**config.mk**
```make
export PLATFORM = sky130hd
export DESIGN_NAME = immgen_pipe_flat
export DESIGN_NICKNAME = d
export VERILOG_FILES = /design/src/rtl/immgen_pipe_if.sv /design/src/rtl/immgen_pipe.sv /design/src/flat_wrapper.sv
export SDC_FILE = /design/constraint.sdc
export NUM_CORES = 1
export LEC_CHECK = 0
export CAP_MARGIN = 10
export CORE_ASPECT_RATIO = 0.6
export CORE_MARGIN = 2
export CORE_UTILIZATION = 46
export CTS_BUF_LIST = sky130_fd_sc_hd__clkbuf_16
export DETAILED_ROUTE_END_ITERATION = 7
export PLACE_DENSITY = 0.77
export SLEW_MARGIN = 0
export SYNTH_ARGS = -nofsm -noshare
export SYNTH_HDL_FRONTEND = slang
export SYNTH_SLANG_ARGS = --single-unit
```
**constraint.sdc**
```tcl
create_clock -name clk_i -period 1.4 [get_ports clk_i]
set_input_delay 0.35 -clock clk_i [delete_from_list [all_inputs] [get_ports clk_i]]
set_output_delay 0.35 -clock clk_i [all_outputs]
set_load 0.005 [all_outputs]
```
**src/rtl/immgen_pipe_if.sv**
```systemverilog
// Stream bundle for immgen_pipe: the upstream instruction handshake, the
// downstream immediate handshake and the pipeline flush.
interface immgen_pipe_if #(
    parameter int XLEN  = 32,
    parameter int TAG_W = 5
);
    logic              flush_i;
    logic              valid_i;
    logic              ready_o;
    logic [31:0]       inst_i;
    logic [2:0]        imm_op_i;
    logic [TAG_W-1:0]  tag_i;
    logic              valid_o;
    logic              ready_i;
    logic [XLEN-1:0]   immgen_o;
    logic [TAG_W-1:0]  tag_o;

    modport master (
        output flush_i, valid_i, inst_i, imm_op_i, tag_i, ready_i,
        input  ready_o, valid_o, immgen_o, tag_o
    );

    modport slave (
        input  flush_i, valid_i, inst_i, imm_op_i, tag_i, ready_i,
        output ready_o, valid_o, immgen_o, tag_o
    );
endinterface

```
**src/rtl/immgen_pipe.sv**
```systemverilog
// Pipelined RISC-V immediate generator: one registered output stage plus a
// one-entry skid buffer, so ready_o is a register.
module immgen_pipe #(
    parameter int XLEN  = 32,
    parameter int FLEN  = 32,
    parameter int TAG_W = 5
) (
    input logic          clk_i,
    input logic          rst_i,
    immgen_pipe_if.slave bus
);

    if (!(XLEN == 32 || XLEN == 64) || !(FLEN == 32 || FLEN == 64) || FLEN > XLEN) begin : g_param_check
        $error("immgen_pipe: illegal XLEN/FLEN combination");
    end

    typedef enum logic [2:0] {
        OP_I = 3'b000,
        OP_S = 3'b001,
        OP_B = 3'b010,
        OP_U = 3'b011,
        OP_J = 3'b100,
        OP_R = 3'b101,
        OP_F = 3'b110,
        OP_Z = 3'b111
    } imm_op_t;

    logic [31:0]      inst;
    imm_op_t          op;
    logic [31:0]      imm32;
    logic [XLEN-1:0]  imm_ext;
    logic [FLEN-1:0]  fp_val;
    logic [XLEN-1:0]  fp_box;
    logic [XLEN-1:0]  result;

    assign inst = bus.inst_i;
    assign op   = imm_op_t'(bus.imm_op_i);

    // Compressed FP immediate: rebias the 5-bit exponent, left-align the mantissa.
    if (FLEN == 32) begin : g_fp32
        assign fp_val = {inst[31], 8'(inst[30:26]) + 8'd112, inst[25:20], 17'h0};
    end else begin : g_fp64
        assign fp_val = {inst[31], 11'(inst[30:26]) + 11'd1008, inst[25:20], 46'h0};
    end

    always_comb begin
        imm32 = '0;
        unique case (op)
            OP_I:    imm32 = {{20{inst[31]}}, inst[31:20]};
            OP_S:    imm32 = {{20{inst[31]}}, inst[31:25], inst[11:7]};
            OP_B:    imm32 = {{19{inst[31]}}, inst[31], inst[7], inst[30:25], inst[11:8], 1'b0};
            OP_U:    imm32 = {inst[31:12], 12'h000};
            OP_J:    imm32 = {{11{inst[31]}}, inst[31], inst[19:12], inst[20], inst[30:21], 1'b0};
            default: imm32 = '0;
        endcase
        imm_ext = XLEN'($signed(imm32));

        // Upper bits stay all-ones as the NaN-box when FLEN < XLEN.
        fp_box             = '1;
        fp_box[FLEN-1:0]   = fp_val;

        result = imm_ext;
        unique case (op)
            OP_R:    result = '0;
            OP_F:    result = fp_box;
            OP_Z:    result = XLEN'(inst[19:15]);
            default: result = imm_ext;
        endcase
    end

    logic              out_valid;
    logic [XLEN-1:0]   out_imm;
    logic [TAG_W-1:0]  out_tag;
    logic              skid_valid;
    logic [XLEN-1:0]   skid_imm;
    logic [TAG_W-1:0]  skid_tag;
    logic              ready_q;
    logic              accept;
    logic              out_free;

    assign accept   = bus.valid_i && ready_q;
    assign out_free = !out_valid || bus.ready_i;

    // ready_q always mirrors !skid_valid but is kept as its own flop.
    always_ff @(posedge clk_i) begin
        if (rst_i) begin
            out_valid  <= 1'b0;
            out_imm    <= '0;
            out_tag    <= '0;
            skid_valid <= 1'b0;
            skid_imm   <= '0;
            skid_tag   <= '0;
            ready_q    <= 1'b1;
        end else if (bus.flush_i) begin
            out_valid  <= 1'b0;
            skid_valid <= 1'b0;
            ready_q    <= 1'b1;
        end else if (out_free) begin
            if (skid_valid) begin
                out_valid  <= 1'b1;
                out_imm    <= skid_imm;
                out_tag    <= skid_tag;
                skid_valid <= 1'b0;
                ready_q    <= 1'b1;
            end else if (accept) begin
                out_valid <= 1'b1;
                out_imm   <= result;
                out_tag   <= bus.tag_i;
            end else begin
                out_valid <= 1'b0;
            end
        end else if (accept) begin
            skid_valid <= 1'b1;
            skid_imm   <= result;
            skid_tag   <= bus.tag_i;
            ready_q    <= 1'b0;
        end
    end

    assign bus.ready_o  = ready_q;
    assign bus.valid_o  = out_valid;
    assign bus.immgen_o = out_imm;
    assign bus.tag_o    = out_tag;

endmodule

```
**src/flat_wrapper.sv**
```systemverilog
// flat-port wrapper written by rule: the top's interface ports become plain ports
module immgen_pipe_flat 
#(
    parameter int XLEN  = 32,
    parameter int FLEN  = 32,
    parameter int TAG_W = 5
)
  (clk_i, rst_i, bus_flush_i, bus_valid_i, bus_inst_i, bus_imm_op_i, bus_tag_i, bus_ready_i, bus_ready_o, bus_valid_o, bus_immgen_o, bus_tag_o);
  immgen_pipe_if #(.XLEN(XLEN), .TAG_W(TAG_W)) bus_i ();
  input logic clk_i;
  input logic rst_i;
  input wire logic [$bits(bus_i.flush_i)-1:0] bus_flush_i;
  input wire logic [$bits(bus_i.valid_i)-1:0] bus_valid_i;
  input wire logic [$bits(bus_i.inst_i)-1:0] bus_inst_i;
  input wire logic [$bits(bus_i.imm_op_i)-1:0] bus_imm_op_i;
  input wire logic [$bits(bus_i.tag_i)-1:0] bus_tag_i;
  input wire logic [$bits(bus_i.ready_i)-1:0] bus_ready_i;
  output wire logic [$bits(bus_i.ready_o)-1:0] bus_ready_o;
  output wire logic [$bits(bus_i.valid_o)-1:0] bus_valid_o;
  output wire logic [$bits(bus_i.immgen_o)-1:0] bus_immgen_o;
  output wire logic [$bits(bus_i.tag_o)-1:0] bus_tag_o;
  assign bus_i.flush_i = bus_flush_i;
  assign bus_i.valid_i = bus_valid_i;
  assign bus_i.inst_i = bus_inst_i;
  assign bus_i.imm_op_i = bus_imm_op_i;
  assign bus_i.tag_i = bus_tag_i;
  assign bus_i.ready_i = bus_ready_i;
  assign bus_ready_o = bus_i.ready_o;
  assign bus_valid_o = bus_i.valid_o;
  assign bus_immgen_o = bus_i.immgen_o;
  assign bus_tag_o = bus_i.tag_o;
  immgen_pipe #(.XLEN(XLEN), .FLEN(FLEN), .TAG_W(TAG_W)) u_core (.clk_i(clk_i), .rst_i(rst_i), .bus(bus_i));
endmodule
```
[Word level (Yosys, flattened, before mapping)]
Index checks and enable logic that the tools add are counted.
Cells by class
  add/subtract/negate cells: 1
  $mul: 0
  div/mod/pow operators: 0
  order comparisons: 0
  eq/ne operators: 8
  shift operators: 0
  mux-type cells: 11
  bitwise logic cells: 2
  reductions and logical operators: 11
Operator list (count)
  $pmux W32 S5: 1
  $pmux W32 S3: 1
  $mux W32: 2
  $eq A3 B3 Y1 const B: 4
  $mux W5: 2
  $add A5 B7 Y8 const B: 1
  $eq A3 B2 Y1 const B: 2
  $reduce_and A3 Y1: 2
  $mux W1: 5
  $reduce_bool A2 Y1: 2
  $eq A3 B1 Y1 const B: 1
  $logic_not A3 Y1: 1
  $reduce_or A3 Y1: 1
  $ne A2 B1 Y1 const B: 1
  $not A1 Y1: 2
  $reduce_and A2 Y1: 1
  $reduce_or A2 Y1: 1
  $logic_and A1 B1 Y1: 1
  $logic_not A1 Y1: 1
  $logic_or A1 B1 Y1: 1
Storage, ports and cells
  flip-flop bits (word level): 77
  bits in latches: 0
  bits in writable memories: 0
  ROM bits: 0
  input bits: 45
  output and inout port bits: 39
  logic and storage cells: 40
  memories kept: 0

[Longest topological paths before layout]
  depth in word-level cells: 5
  mapped depth: 6
  gate-level depth less buffers: 4

[Worst setup path after synthesis]
Ideal clock, no wire load.
  kind: input port to flip-flop
  from: in bus_ready_i
  to: reg u_core.skid_imm[10]
  setup time: 128 ps
  data arrival time: 1355 ps
  data required time: 1272 ps
  slack: -82 ps
  stages on the path: 6
  buffers on the path: 2
  path through: nand4b_1 or2_1 buf_2 buf_2 a22oi_1 nor2_1
On the way
  cells in the longest elaborated chain, start to end: 3
Ends and longest elaborated chain
  from (decl): RTL line flat_wrapper.sv:17  | input wire logic [$bits(bus_i.ready_i)-1:0] bus_ready_i;
  $logic_or A1 B1 Y1: RTL line immgen_pipe.sv:82  | assign out_free = !out_valid || bus.ready_i;
  $not A1 Y1 (no source line)
  $reduce_and A3 Y1 (no source line)
  to (signal assigned): RTL line immgen_pipe.sv:114  | skid_imm <= result;
  to (decl): RTL line immgen_pipe.sv:75  | logic [XLEN-1:0] skid_imm;
Every way passes these cells.
A chain may end at the register's enable or synchronous reset.

[Worst setup path after layout]
  from: reg u_core.out_valid (netlist: u_core.bus.valid_o)
  to: reg u_core.skid_imm[11]
On the way
  cells in the longest elaborated chain, start to end: 4
Ends and longest elaborated chain
  from (decl): RTL line immgen_pipe.sv:71  | logic out_valid;
  from (signal assigned): RTL line immgen_pipe.sv:87  | out_valid <= 1'b0;
  from (signal assigned): RTL line immgen_pipe.sv:95  | out_valid <= 1'b0;
  from (signal assigned): RTL line immgen_pipe.sv:100  | out_valid <= 1'b1;
  $logic_not A1 Y1: RTL line immgen_pipe.sv:82
  $logic_or A1 B1 Y1: RTL line immgen_pipe.sv:82
  $not A1 Y1 (no source line)
  $reduce_and A3 Y1 (no source line)
Every way passes these cells.

==> flow_summary.toml <==
[setup_path]
cp.required_ns = 1.63
cp-end-kind = "register"
reg2reg_to = "u_core.skid_imm[11]"
start_kind = "register"
r2r_cells = 7
crit_fanout = 11
critPathKind = "register to register"
regToRegSetupSlack_ns = -0.19
arrival_ns = 1.82
r2r-start = "u_core.bus.valid_o"

[placement]
detailedPlace.worstSlack_ns = -0.735
dp_hpwl_um = 8100
gp_congestion = 0.854
portBuffers = 76
placed_cell_area_mm2 = 0.00503

[synth]
ys_ff_latch = 77
synth_sequential_area_ratio = 0.411
synth_compound_area_frac = 0.271
yosys.area_share.simple = 0.224
synthCells = 450
synth_top_family_by_area = "compound AO/OA/AOI/OAI gates"
synth_cell_types = 53
synth_fa_ha_area_frac = 0.00267
syn_area_mm2 = 0.00375
muxShareOfSynthArea = 0.0294
syn_area_per_cell_um2 = 8.33
synthFlopType = "dfxtp_1"
ys_async_sr_fraction = 0
synth_xor_area_frac = 0
synth_edf_count = 0
yosys_warnings = 0
synth.net_count = 495

[drt]
drtIter0Drc = 662
vias = 4546
wl_per_cell_um = 22.8
postRouteAntennaNets = 0
vias_per_cell = 6.48
wl_um = 16000
drt-pass1-iter-count = 5
drcViolationCount = 0

[layout]
multi_input_area_mm2 = 0.00258
stdcell_area_mm2 = 0.00648
antenna_cells = 0
fillers = 446
seqCellArea_mm2 = 0.00156
final_cell_mix = "65 x dfxtp_1, 44 x dlygate4sd2_1, 42 x buf_4"
syn2layout_area_growth_pct = 73.0
final_common_cell = "dfxtp_1"
nets = 634
fin_util = 0.823
layout-drive-gt1-share = 0.386

[grt]
antenna_found_initial = 0
busiest_layer = "met2"
grt_pass1_vias = 4341
grt_use_met1 = 0.422
overflow = 0
grtUsageTotal = 0.339
grt_pass1_wl_um = 23000
grt_max_degree = 55
gr-usage-met2 = 0.566
grt_use_met3 = 0.100

[timing]
fmax_mhz = 629
rsz0062_at_grt = "true"
worst_slack_ns = -0.190
final-hold-violation-count = 0
relSlewSlack = 0.697
slew_viol_final = 0
setup_viol = 63
worst_slew_pin_slew_ns = 0.452
whs_ns = 0.461
clock_skew_ns = 0.00625
finalCriticalPeriod_ns = 1.59
finalCritPeriodShare = 1.14

[pwr]
power_mw = 6.27
power_density_mw_per_mm2 = 966
leakagePower_nw = 2.48
ir_worst_vdd_uv = 765

[hold_path]
hold_class = "register to register"
min_from = "u_core.skid_tag[4]"
hold_depth = 2
whs_endpoint = "u_core.skid_tag[4]"

[cts]
cts_max_level = 3
path_clk_slew_ns = 0.06
cts_tree = "done"
worstSkewPairLatency_ns = 0.35
clockBufferDepth = 2
cts_num_sinks = 77
cts_made_buffers = 9
cts-root-buf = "clkbuf_16"

[floorplan]
io_pins = 84
die_x_um = 121
die_h_um = 73.9
num_rows = 25
start_util = 0.476
fp.dieArea_mm2 = 0.00891
core_area_mm2 = 0.00788

[flow_run]
cap_violations = 0

[run_status]
violations = "setup timing"
status = "complete, but fails checks"
[sequential cells by signal, indices dropped and copies added, names as in the netlist]
name and cells:
u_core.skid_imm 32, u_core.bus.ready_o 1, u_core.skid_tag 5, u_core.bus.immgen_o 32, u_core.bus.valid_o 1, u_core.bus.tag_o 5
u_core.skid_valid 1
[per-stage QoR]
stage	setup TNS, ns	std cells
6_report	-3.38	702
5_1_grt	-6.63	702
4_1_cts	-1.44	693
3_5_place_dp	-42.54	654
3_3_place_gp	-39.38	654
2_1_floorplan	-0.389	450
[worst max path at each step]
| stage | start | end | cells after the start |
|---|---|---|---|
| 6_report | u_core.bus.valid_o | u_core.skid_imm[11] | 7 |
| 5_1_grt | u_core.bus.valid_o | u_core.skid_imm[0] | 8 |
| 4_1_cts | u_core.bus.ready_o | u_core.bus.immgen_o[23] | 7 |
| 3_5_place_dp | bus_imm_op_i[0] | u_core.bus.immgen_o[27] | 5 |
| 3_3_place_gp | bus_imm_op_i[1] | u_core.skid_imm[24] | 7 |
| 2_1_floorplan | bus_imm_op_i[0] | u_core.skid_imm[5] | 5 |
[worst max-delay path, cell delays in order (launching register included)]
cell and delay (ns):
dfxtp_2 0.33, buf_6 0.09, nand4b_1 0.17, buf_6 0.20, nor2_4 0.16, buf_12 0.16, nor2_1 0.06, a211oi_1 0.29
[synth_stat cells, types with 7 or more instances]
library cell / n / area share
buf_2: 19 / 0.025
a21oi_1: 25 / 0.033
nor2b_1: 14 / 0.023
mux2i_1: 11 / 0.029
a211oi_1: 25 / 0.050
dfxtp_1: 77 / 0.41
o21ai_0: 15 / 0.020
clkbuf_1: 18 / 0.018
a22oi_1: 7 / 0.014
a32oi_1: 17 / 0.040
o221ai_1: 8 / 0.019
nand2_1: 40 / 0.040
nor3_1: 14 / 0.019
nor2_1: 49 / 0.049
nand2b_1: 14 / 0.023
inv_1: 10 / 0.010
[cells by family (layout without fill, tap and decap cells)]
group,after synthesis,after routing
flops,77,77
simple gates,169,170
mux,11,11
buf+inv,51,193
compound gates,141,142
fa+ha+maj,1,1
[where the power goes]
| group | leakage (nW) | total, mW | internal, mW | switching [mW] |
|---|---|---|---|---|
| Combinational | 1.68 | 1.27 | 0.622 | 0.647 |
| Clock | 0.169 | 2.67 | 1.73 | 0.940 |
| Sequential | 0.630 | 2.32 | 2.27 | 0.0509 |
| Total | 2.48 | 6.27 | 4.63 | 1.64 |
[repair_timing]
item | CTS | global route
buffers inserted | 12 | 7
cloned | 11 | 4
setup endpoints to repair | 113 | 75
hold buffers | 0 | 0
gates resized for setup | 166 | 66
pin swaps | 40 | 37
endpoints found under the hold margin | 0 | 0
[area by class of cell]
type,count,share of cell area
tap,108,0.0208
multi-input combinational,324,0.398
timing repair buffer,167,0.283
inverter,10,0.00579
sequential,77,0.240
clock inverter,7,0.0176
clock buffer,9,0.0347
[metal layers]
| metal | routed length, um | vias to the layer above |
|---|---|---|
| met5 | 0 | - |
| met4 | 594 | 0 |
| met3 | 1710 | 77 |
| met2 | 7390 | 341 |
| met1 | 6330 | 2171 |
| li1 | - | 1957 |
(Power assumes the default switching activity.)
